`src/rtl/esp32_boot_pkg.sv`:
```
// Shared state encoding and FTDI modem-line decode for the ESP32 boot sequencer.
package esp32_boot_pkg;

  typedef enum logic [1:0] {
    ST_RUN     = 2'd0,
    ST_HOLD    = 2'd1,
    ST_STRAP   = 2'd2,
    ST_RELEASE = 2'd3
  } boot_state_t;

  // Returns {want_en, want_io0} from the raw (synchronised) ndtr/nrts levels.
  function automatic logic [1:0] decode_modem(input logic dtr, input logic rts);
    case ({dtr, rts})
      2'b10:   return 2'b01;
      2'b01:   return 2'b10;
      default: return 2'b11;
    endcase
  endfunction

endpackage

```
`src/rtl/esp32_boot_sequencer_sync_ff.sv`:
```
// Multi-stage synchroniser for asynchronous inputs with a configurable reset value.
module sync_ff #(
  parameter int               WIDTH   = 1,
  parameter int               STAGES  = 2,
  parameter logic [WIDTH-1:0] RST_VAL = '1
) (
  input  logic             clk,
  input  logic             reset,
  input  logic [WIDTH-1:0] d,
  output logic [WIDTH-1:0] q
);

  logic [WIDTH-1:0] stage [STAGES];

  always_ff @(posedge clk) begin
    if (reset) begin
      for (int i = 0; i < STAGES; i++) stage[i] <= RST_VAL;
    end else begin
      stage[0] <= d;
      for (int i = 1; i < STAGES; i++) stage[i] <= stage[i-1];
    end
  end

  assign q = stage[STAGES-1];

endmodule

```
`src/rtl/esp32_boot_sequencer.sv`:
```
// Clocked DTR/RTS to EN/GPIO0 sequencer: minimum EN-low time, timed boot-strap window.
// state    | meaning
// RUN      | ESP32 running, SPI mux owns sd_d
// HOLD     | EN low, counting minimum low time
// STRAP    | EN high, GPIO0/GPIO2/GPIO12 straps held for the window
// RELEASE  | single cycle handing sd_d back before RUN
module esp32_boot_sequencer
  import esp32_boot_pkg::*;
#(
  parameter int C_sync_stages     = 2,
  parameter int C_en_min_cycles   = 2500,
  parameter int C_strap_hold_bits = 17
) (
  input  logic       clk_25mhz,
  input  logic       reset,
  input  logic       ftdi_ndtr,
  input  logic       ftdi_nrts,
  input  logic       btn_boot_n,
  output logic       wifi_en,
  output logic       wifi_gpio0,
  output logic       strap_oe,
  output logic       strap_gpio2,
  output logic [1:0] state_o,
  output logic       flash_entry,
  output logic [7:0] boot_count
);

  localparam int EN_W  = $clog2(C_en_min_cycles + 1);
  localparam int CNT_W = (EN_W > C_strap_hold_bits) ? EN_W : C_strap_hold_bits;
  localparam logic [CNT_W-1:0] EN_TC    = CNT_W'(C_en_min_cycles);
  localparam logic [CNT_W-1:0] STRAP_TC = CNT_W'((64'd1 << C_strap_hold_bits) - 64'd1);

  logic [2:0]       sync_q;
  logic             want_en, want_io0, btn_sync;
  boot_state_t      state, state_nxt;
  logic [CNT_W-1:0] cnt, cnt_nxt;
  logic             entry;

  sync_ff #(.WIDTH(3), .STAGES(C_sync_stages), .RST_VAL(3'b111)) u_sync (
    .clk   (clk_25mhz),
    .reset (reset),
    .d     ({ftdi_ndtr, ftdi_nrts, btn_boot_n}),
    .q     (sync_q)
  );

  assign {want_en, want_io0} = decode_modem(sync_q[2], sync_q[1]);
  assign btn_sync = sync_q[0];

  always_comb begin
    state_nxt = state;
    cnt_nxt   = cnt;
    entry     = 1'b0;
    case (state)
      ST_RUN: begin
        if (!want_en) begin
          state_nxt = ST_HOLD;
          cnt_nxt   = '0;
        end
      end
      ST_HOLD: begin
        if (cnt == EN_TC && want_en) begin
          cnt_nxt = '0;
          if (!want_io0 || !btn_sync) begin
            state_nxt = ST_STRAP;
            entry     = 1'b1;
          end else begin
            state_nxt = ST_RELEASE;
          end
        end else if (cnt != EN_TC) begin
          cnt_nxt = cnt + 1'b1;
        end
      end
      ST_STRAP: begin
        // Abort beats timeout so a new reset request is never lost.
        if (!want_en) begin
          state_nxt = ST_HOLD;
          cnt_nxt   = '0;
        end else if (cnt == STRAP_TC) begin
          state_nxt = ST_RELEASE;
          cnt_nxt   = '0;
        end else begin
          cnt_nxt = cnt + 1'b1;
        end
      end
      ST_RELEASE: begin
        state_nxt = want_en ? ST_RUN : ST_HOLD;
        cnt_nxt   = '0;
      end
      default: begin
        state_nxt = ST_HOLD;
        cnt_nxt   = '0;
      end
    endcase
  end

  always_ff @(posedge clk_25mhz) begin
    if (reset) begin
      state       <= ST_HOLD;
      cnt         <= '0;
      wifi_en     <= 1'b0;
      wifi_gpio0  <= 1'b1;
      strap_oe    <= 1'b1;
      flash_entry <= 1'b0;
      boot_count  <= 8'd0;
    end else begin
      state       <= state_nxt;
      cnt         <= cnt_nxt;
      flash_entry <= entry;
      if (entry && boot_count != 8'hFF) boot_count <= boot_count + 8'd1;
      case (state_nxt)
        ST_HOLD: begin
          wifi_en    <= 1'b0;
          wifi_gpio0 <= want_io0 & btn_sync;
          strap_oe   <= 1'b1;
        end
        ST_STRAP: begin
          wifi_en    <= 1'b1;
          wifi_gpio0 <= 1'b0;
          strap_oe   <= 1'b1;
        end
        default: begin
          wifi_en    <= 1'b1;
          wifi_gpio0 <= btn_sync;
          strap_oe   <= 1'b0;
        end
      endcase
    end
  end

  // GPIO2 strap is only ever driven low; strap_oe decides whether it reaches the pin.
  assign strap_gpio2 = 1'b0;
  assign state_o     = state;

endmodule
```
`config.mk`:
```
export PLATFORM = sky130hd
export DESIGN_NAME = esp32_boot_sequencer
export DESIGN_NICKNAME = d
export VERILOG_FILES = /design/src/rtl/esp32_boot_pkg.sv /design/src/rtl/esp32_boot_sequencer_sync_ff.sv /design/src/rtl/esp32_boot_sequencer.sv
export SDC_FILE = /design/constraint.sdc
export NUM_CORES = 1
export LEC_CHECK = 0
export ABC_AREA = 1
export CORE_MARGIN = 2
export CORE_UTILIZATION = 30
export DETAILED_ROUTE_END_ITERATION = 7
export GPL_ROUTABILITY_DRIVEN = 0
export GPL_TIMING_DRIVEN = 1
export PLACE_DENSITY = 0.53
export SYNTH_ARGS = -nofsm -noshare
export SYNTH_HDL_FRONTEND = slang
export SYNTH_SLANG_ARGS = --single-unit
```
`constraint.sdc`:
```
create_clock -name clk_25mhz -period 2.2 [get_ports clk_25mhz]
set_clock_uncertainty 0.05 [all_clocks]
set_input_delay 0.33 -clock clk_25mhz [delete_from_list [all_inputs] [get_ports clk_25mhz]]
set_output_delay 0.33 -clock clk_25mhz [all_outputs]
set_load 0.01 [all_outputs]
```
Yosys cells after proc, flatten, opt, wreduce, memory -nomap -nowiden
Memories as Yosys holds them, arrays and structs flattened.
Index checks and enable logic that the tools add are counted.
{"block": "word_totals", "register_bits": 31, "mem_bits_rw": 6, "inputBits": 5, "out_inout_bits": 15, "elab_cells": 59, "memories": 1}
{"block": "op_classes", "add_sub_neg": 2, "eq_ne": 13, "muxes": 25, "bitwise_logic": 3, "n_reduce_logical": 8}
{"memory": "u_sync.stage", "words": 2, "word_bits": 3, "rd": 2, "rd_clocked_by_memory_dff": 0, "wr": 2, "line_no": "esp32_boot_sequencer_sync_ff.sv:13", "text": "logic [WIDTH-1:0] stage [STAGES];"}
{"op": "two-way mux 17 bit", "n": 5}
{"op": "case mux 17 bit (4 select lines)", "n": 1}
{"op": "adder 17 x 1 -> 17 bit (second input constant)", "n": 1}
{"op": "equality test 17 x 12 -> 1 bit (second input constant)", "n": 1}
{"op": "equality test 17 bit (second input constant)", "n": 1}
{"op": "!= test 17 x 12 -> 1 bit (second input constant)", "n": 1}
{"op": "two-way mux 1 bit", "n": 10}
{"op": "adder 8 x 1 -> 8 bit (second input constant)", "n": 1}
{"op": "equality test 2 bit (second input constant)", "n": 4}
{"op": "two-way mux 2 bit", "n": 4}
{"op": "!= test 8 bit (second input constant)", "n": 1}
{"op": "case mux 2 bit (4 select lines)", "n": 1}
{"op": "equality test 2 x 1 -> 1 bit (second input constant)", "n": 3}
{"op": "two-way mux 3 bit", "n": 2}
{"op": "case mux 2 bit (2 select lines)", "n": 1}
{"op": "!= test 3 bit (second input constant)", "n": 1}
{"op": "logical AND 1 bit", "n": 2}
{"op": "logical NOT 1 bit", "n": 2}
{"op": "logical NOT 2 bit", "n": 1}
{"op": "!= test 2 bit (second input constant)", "n": 1}
{"op": "OR 1 bit", "n": 2}
{"op": "case mux 1 bit (2 select lines)", "n": 1}
{"op": "AND reduction 2 bit", "n": 1}
{"op": "OR reduction 2 bit", "n": 1}
{"op": "other kinds (2)", "n": 2}

Depth between registers and ports, before layout
Gate-level depths: netlist (run 1).
An unclocked memory read counts as a cell.
{"block": "depth", "ltp_word": 11, "mapped_depth": 16, "mapped_depth_nobuf": 16}

By module
A second synthesis (run 1) with hierarchy kept.
{"block": "unflattened", "hier_cells": 284, "hier_area_um2": 2028.2}
{"mod": "esp32_boot_sequencer", "instances": 1, "cells_each": 262, "area_each_um2": 1836.8, "seq_area_each_um2": 620.6}
{"mod": "sync_ff", "instances": 1, "cells_each": 22, "area_each_um2": 191.4, "seq_area_each_um2": 120.1}

Worst setup path before layout (run 1)
No wires, ideal clock.
{"block": "synth_path", "path_type": "register to register", "startpoint": "reg cnt[0]", "endpoint": "reg wifi_gpio0", "arrival_ns": 1.948, "slack_ns": 0.064, "stages_incl_launch_ff": 16, "n_path_buf": 0, "period_less_slack_ns": 2.136, "path_cell_list": "dfxtp_1 ha_1 nand3_1 nor2_1 inv_2 nor3_1 ha_1 nor2_1 nand2_1 a22oi_1 nand2_1 o21bai_1 inv_1 ha_1 nand2_1 o211ai_1"}
{"block": "synth_via", "elab_chain_len": 6}
{"element": "start, declared", "line_no": "esp32_boot_sequencer.sv:36", "text": "logic [CNT_W-1:0] cnt, cnt_nxt;"}
{"element": "start signal, assigned", "line_no": "esp32_boot_sequencer.sv:107", "text": "cnt <= cnt_nxt;"}
{"element": "equality test 17 bit or equality test 17 x 12 -> 1 bit (tied branches)", "line_no": "esp32_boot_sequencer.sv:78, esp32_boot_sequencer.sv:61"}
{"element": "two-way mux 2 bit or logical AND 1 bit (tied branches)", "line_no": "esp32_boot_sequencer.sv:78, esp32_boot_sequencer.sv:61"}
{"element": "two-way mux 2 bit, on equally long branches", "line_no": "esp32_boot_sequencer.sv:75, esp32_boot_sequencer.sv:61"}
{"element": "case mux 2 bit (4 select lines) *", "line_no": "esp32_boot_sequencer.sv:53", "text": "case (state)"}
{"element": "net state_nxt[0]", "line_no": "esp32_boot_sequencer.sv:35", "text": "boot_state_t state, state_nxt;"}
{"element": "equality test 2 bit or equality test 2 x 1 -> 1 bit (tied branches)", "line_no": "esp32_boot_sequencer.sv:110", "text": "case (state_nxt)"}
{"element": "case mux 1 bit (2 select lines) *", "line_no": "esp32_boot_sequencer.sv:110"}
{"element": "end signal, assigned", "line_no": "esp32_boot_sequencer.sv:113", "text": "wifi_gpio0 <= want_io0 & btn_sync;"}
{"element": "end signal, assigned", "line_no": "esp32_boot_sequencer.sv:123", "text": "wifi_gpio0 <= btn_sync;"}
{"element": "end, declared", "line_no": "esp32_boot_sequencer.sv:20", "text": "output logic wifi_gpio0,"}
The timed path passes the listed nets; every way through them passes the cells marked *.
A chain may end at the register's enable or synchronous reset.

Worst setup path after layout (run 1)
{"block": "layout_path", "startpoint": "reg cnt[7]", "endpoint": "reg wifi_gpio0"}
The elaborated chain is that of the path after synthesis.

==> impl_metrics.toml, run 1 <==
[global_routing]
grt_max_degree = 13
all_layer_gr_usage_pct = 13.52
wire_length_of_the_first_global_routing_pass_mm = 8.093
number_of_global_route_vias_before_repair = 1797
number_of_antenna_violations_at_the_first_check_in_global_routing = 0
grt_overflow = 0

[routing]
number_of_violations_reported_at_the_end_of_detailed_routing_iteration_0 = 76
ant_nets = 0
dr.pass1.iters = 4
wire_per_inst_um = 11.43
routed_wirelength_mm = 4.664
routed_via_count_divided_by_cell_count = 4.576
route.detailed.drc = 0
via_count = 1867

[clock_network]
clock_pin_slew_reported_for_the_worst_setup_and_hold_paths_after_clock_tree_synthesis_ns = 0.07
cts_root_buf = "clkbuf_8"
tritoncts = "done"
h-tree-depth = 2
worst_skew_pair.late_latency_ns = 0.28
cts.sink_count = 37
cts_hold_buf = 0
tritoncts.num_buffers = 5
clock_path_buffers = 2

[die]
core_region_area_mm2 = 0.006681
die_area_mm2 = 0.007469
row_count = 30
die_h_um = 86.43
die_width_um = 86.43
boundaryPins = 20
start_util_pct = 30.51

[timing]
finalHoldWorstSlack_ns = 0.3594
finalWorstSetupSlack_ns = 0.03691
setup_viol = 0
finalHoldViolCount = 0
finalMaxSlewViolations = 0
timing.final.crit_share_pct = 98.32
grt_setup_unrepaired = "true"
period_needed_ns = 2.163
max_freq_mhz = 462.3

[layout]
post_route_cells_drive_above_1_share_pct = 26.83
layout.cells.most_common_list = "51 x nand2_1, 33 x dfxtp_1, 32 x inv_1, 26 x buf_4"
mostFrequentLayoutCell = "nand2_1"
syn_to_final_growth_pct = 30.45
antennaDiodeCount = 0
finish.net_count = 342
fillers = 710
finish.instance_area_mm2 = 0.002659

[worst_hold_path]
worstHoldPathCells = 1
path_category_of_the_worst_min_delay_check = "reg -> reg"
worstHoldEndpoint = "u_sync.stage[0][3]"
holdCritStartpoint = "u_sync.stage[0][0]"

[logic_synthesis]
syn-cell-area_mm2 = 0.002038
ys.warnings.count = 0
synth_flop_cell = "dfxtp_1"
synthCells = 282
synth_seq_cells = 37
synth_simple_gate_area_share_pct = 37.57
netlist_top_cells_area = "dfxtp_1 36%, nand2_1 9.8%, inv_1 6.4%, nand3_1 5.9%, ha_1 5.5%"
synth_nets = 296
synth_compound_area_share_pct = 8.042
synthXorXnorAreaFrac_pct = 3.008
synth.distinct_cells = 32
synth_mux_area_share_pct = 0
asyncSetResetFlopFracSynth_pct = 0
synth_enable_flop_cells = 0
yosys.area_share.adder_pct = 5.525
synthDominantCellAreaShare_pct = 36.34
post_synth.cell_area_avg_um2 = 7.228
synth_top_family_by_area = "simple AND/OR/NAND/NOR gates"
synth_area_leader_cell = "dfxtp_1"
seq_area_frac_synth_pct = 36.34

[power_and_ir_drop]
power.leakage_nw = 1.043
vdd_ir_drop_max_mv = 0.2663
power_per_standard_cell_area_mw_per_mm2 = 627.4

[setup_path]
r2r-start = "cnt[7]"
reg2reg_depth = 16
cp_data_required_time_ns = 2.31
worst-r2r-setup-slack_ns = 0.04
timing.critical_path.from_type = "flop"
critical_path.max_fanout = 3
worst_r2r_end = "wifi_gpio0"
timing.setup.critical_path_class = "reg -> reg"
cp.arrival_ns = 2.27
critical_path.endpoint_type = "flop"

[place]
port-buffer-count = 18
detailed_place_hpwl_mm = 3.459
dp_slack_ns = -0.07550
detailed_place.area_mm2 = 0.002427

[status]
status = "finished, final reports clean"

[flow_run]
maxCapViolCount = 0
synth_stat cells (2+ instances only):
library cell  instances
o21ai_0               6
nand3_1              24
o21ai_1               7
nor2_1               25
xnor2_1               2
nor2_2               12
o21bai_1              3
a21oi_1               9
xor2_1                5
nand4_1              11
or2_2                 6
nand2_4               2
nor3_1                8
inv_2                 4
nand2_2               3
nand2_1              53
o211ai_1              2
clkbuf_1              3
dfxtp_1              37
ha_1                  9
nand3_2               4
nor2_4                3
inv_1                35
layer usage:
layer	part of all wire [%]	track usage [%]	vias up	routed length (um)
met5	0	0	-	0
met4	0.90	3.409	0	42
met3	3.6	3.238	6	167
met2	46	20.98	27	2124
met1	50	18.91	834	2329
li1	-	-	1000	-
state kept, by name, summed over array words and instances (netlist names):
signal / count
cnt: 17
boot_count: 8
u_sync.stage: 6
state_o: 2
flash_entry: 1
strap_oe: 1
wifi_en: 1
wifi_gpio0: 1
critical path: stages, from the launching register on:
cell and delay [ns]:
dfxtp_2 0.33, nand2_2 0.06, inv_2 0.06, nand3_2 0.08
nor2_4 0.14, nand4_1 0.13, nor3_2 0.20, ha_2 0.22
nor2_2 0.03, nand2_1 0.08, a22oi_1 0.07, nand2_1 0.07
o21bai_1 0.07, inv_1 0.11, ha_4 0.22, nand2_2 0.05
o211ai_1 0.07
area by class of cell:
type / count / area (um^2) / area share [%]
clock buffer: 7 / 86.33 / 3.247
sequential: 37 / 750.7 / 28.24
timing repair buffer: 44 / 375.4 / 14.12
inverter: 41 / 156.4 / 5.882
multi-input combinational: 199 / 1190 / 44.75
tap: 80 / 100.1 / 3.765
how the worst max path moves through the flow:
stage           start    endpoint  slack, ns
2_1_floorplan  cnt[0]  wifi_gpio0       0.06
3_3_place_gp   cnt[0]  wifi_gpio0     -0.005
3_5_place_dp   cnt[0]  wifi_gpio0      -0.08
4_1_cts        cnt[0]  wifi_gpio0      0.002
5_1_grt        cnt[7]  wifi_gpio0      -0.16
6_report       cnt[7]  wifi_gpio0       0.04
through the flow:
step / cells / utilization, % / power (W) / TNS (ns)
5_1_grt: 408 / 39.79 / 0.001782 / -1.417
3_5_place_dp: 394 / 36.33 / 0.001147 / -0.07550
6_report: 408 / 39.79 / 0.001668 / 0
3_3_place_gp: 394 / 36.33 / 0.001147 / -0.005488
4_1_cts: 402 / 38.07 / 0.001659 / 0
2_1_floorplan: 282 / - / 0.001029 / 0
cell families after synthesis:
family | Yosys count
other | 1
adders and majority gates | 9
xor gates and xnor gates | 7
AOI/OAI and AO/OA | 29
buffers and inverters | 46
DFF | 37
and+or+nand+nor | 153
report_power, final:
part,switching [W],total [W],internal [W],leakage (nW)
sequential,0.0000405,0.000764,0.000724,0.303
combinational,0.000241,0.000425,0.000184,0.696
clock,0.000231,0.000479,0.000249,0.0443
total,0.000512,0.00167,0.00116,1.04
repair_timing:
item	4_1_cts	5_1_grt
gates resized for setup	4	22
setup endpoints to repair	1	15
setup buffers	1	6
pin swaps	2	15
No activity file was read; power rests on OpenSTA's default activity.
==> run 2, diff against run 1 <==
GPL_ROUTABILITY_DRIVEN = 1   (was 0)
==> results of run 2 <==
Final layout, timing and power as in run 1 (identical DEF).
==> run 3, diff against run 2 <==
CAP_MARGIN = 20   (was default)
CORE_UTILIZATION = 51   (was 30)
PLACE_DENSITY = 0.75   (was 0.53)
==> run 3 against run 2 <==
Effect of this change:
- register-to-register slack barely moved
- worst setup slack improved by 0.0085 ns
- clock power rose by 29%
- largest power group unchanged
- largest cell class unchanged
- sequential cell count did not move
- first-iteration DRC count rose by 26%
- global-route usage rose by 8.2 points
- wire length fell by 3.6%
==> impl_metrics.toml, run 3 (same netlist as run 1, synthesis figures left out) <==
[routing]
via_count = 1899
dr.pass1.iters = 5
route.detailed.drc = 0
ant_nets = 0
number_of_violations_reported_at_the_end_of_detailed_routing_iteration_0 = 96
wire_per_inst_um = 11.95
routed_wirelength_mm = 4.495
routed_via_count_divided_by_cell_count = 5.051

[layout]
antennaDiodeCount = 0
multi_input_area_mm2 = 0.001189
post_route_cells_drive_above_1_share_pct = 27.74
finish.net_count = 341
finish.instance_area_mm2 = 0.002649
register_ranked_first_by_flip_flop_count = "cnt"
largest_register_ffs = 17
mostFrequentLayoutCell = "nand2_1"
reg_top3 = "cnt: 17 flops, boot_count: 8 flops, u_sync.stage: 6 flops"
final-seq-area_um2 = 748.2
layout.cells.most_common_list = "50 x nand2_1, 33 x dfxtp_1, 31 x inv_1, 23 x nor2_1"
fillers = 329
syn_to_final_growth_pct = 29.96

[setup_path]
cp.arrival_ns = 2.26
critical_path.endpoint_type = "flop"
timing.setup.critical_path_class = "reg -> reg"
critical_path.max_fanout = 3
timing.critical_path.from_type = "flop"
worst_r2r_end = "wifi_gpio0"
r2r-start = "cnt[8]"
cp_data_required_time_ns = 2.31
reg2reg_depth = 16
worst-r2r-setup-slack_ns = 0.05

[timing]
setup_viol = 0
finalSetupTns_ns = 0
period_needed_ns = 2.155
finalHoldViolCount = 0
finalMaxSlewViolations = 0
max_freq_mhz = 464.1
timing.final.crit_share_pct = 97.94
grt_setup_unrepaired = "true"
finalHoldWorstSlack_ns = 0.3613

[global_routing]
number_of_antenna_violations_at_the_first_check_in_global_routing = 0
grt_overflow = 0
all_layer_gr_usage_pct = 21.75
wire_length_of_the_first_global_routing_pass_mm = 7.396
grt_max_degree = 13
number_of_global_route_vias_before_repair = 1730

[clock_network]
clock_pin_slew_reported_for_the_worst_setup_and_hold_paths_after_clock_tree_synthesis_ns = 0.08
cts_root_buf = "clkbuf_8"
cts.sink_count = 37
tritoncts = "done"
tritoncts.num_buffers = 5
h-tree-depth = 2
clock_path_buffers = 2
worst_skew_pair.late_latency_ns = 0.30

[die]
die_width_um = 67.22
row_count = 22
boundaryPins = 20
die_h_um = 67.22
start_util_pct = 54.45
core_region_area_mm2 = 0.003744
die_area_mm2 = 0.004518

[power_and_ir_drop]
vdd_ir_drop_max_mv = 0.5118
total_power_w = 0.001867
power.leakage_nw = 1.063
power_per_standard_cell_area_mw_per_mm2 = 704.7

[worst_hold_path]
worstHoldEndpoint = "u_sync.stage[0][4]"
holdCritStartpoint = "u_sync.stage[0][1]"
worstHoldPathCells = 1
path_category_of_the_worst_min_delay_check = "reg -> reg"

[place]
detailed_place.area_mm2 = 0.002380
place.gp.congestion = 0.9063
detailed_place_hpwl_mm = 3.179
port-buffer-count = 18

[flow_run]
maxCapViolCount = 0

[status]
status = "finished, final reports clean"
==> run 3: how the worst max path moves through the flow <==
stage	cells after the start	to	from	slack, ns
after floorplan	15	wifi_gpio0	cnt[0]	0.06
after global placement	15	wifi_gpio0	cnt[0]	0.006
after detailed placement	15	wifi_gpio0	cnt[0]	-0.07
after CTS	14	wifi_gpio0	cnt[0]	0.02
after global routing	16	wifi_gpio0	cnt[8]	-0.1
final	16	wifi_gpio0	cnt[8]	0.05
==> run 3: power by group <==
group | switching, W | leakage, nW | internal, W
clock | 0.000249 | 0.0585 | 0.000370
combinational | 0.000264 | 0.702 | 0.000224
sequential | 0.0000378 | 0.302 | 0.000722
total | 0.000551 | 1.06 | 0.00132
==> run 3: through the flow <==
| step | std cells | setup slack [ns] | utilization, % |
|---|---|---|---|
| after floorplan | 282 | 0.06422 | - |
| after global placement | 361 | 0.006320 | 63.57 |
| after detailed placement | 361 | -0.06629 | 63.57 |
| after CTS | 373 | 0.02118 | 68.32 |
| after global routing | 376 | -0.09947 | 70.76 |
| final | 376 | 0.04537 | 70.76 |
==> run 3: per-layer routing <==
layer	vias to the layer above	global-route usage, %	part of all wire (%)
met5	-	0	0
met4	0	7.398	1.6
met3	7	5.500	4.1
met2	35	34.16	45
met1	863	29.14	49
li1	994	-	-
==> run 3: area by class of cell <==
class	instances	area share [%]
Multi-Input combinational cell	199	44.87
Sequential cell	37	28.25
Clock buffer	7	3.259
Inverter	41	5.905
Clock inverter	1	1.134
Timing Repair Buffer	43	14.31
Tap cell	48	2.267
==> run 3: timing repair <==
action	in CTS	in global routing
hold endpoints to repair	0	0
buffers inserted	4	3
hold buffers	0	0
setup endpoints to repair	1	14
resized for setup	7	22
pin swaps	2	8
==> run 3: worst max-delay path: stages, from the launching register on <==
cell and delay [ns]:
dfxtp_2 0.34, nand2_2 0.06, inv_2 0.06, nand3_2 0.07, nor2_4 0.13, nand4_1 0.12, nor3_2 0.18, ha_2 0.21
nor2_1 0.05, nand2_1 0.08, a22oi_2 0.05, nand2_1 0.06, o21bai_1 0.07, inv_1 0.11, ha_4 0.22, nand2_2 0.06
o211ai_1 0.08
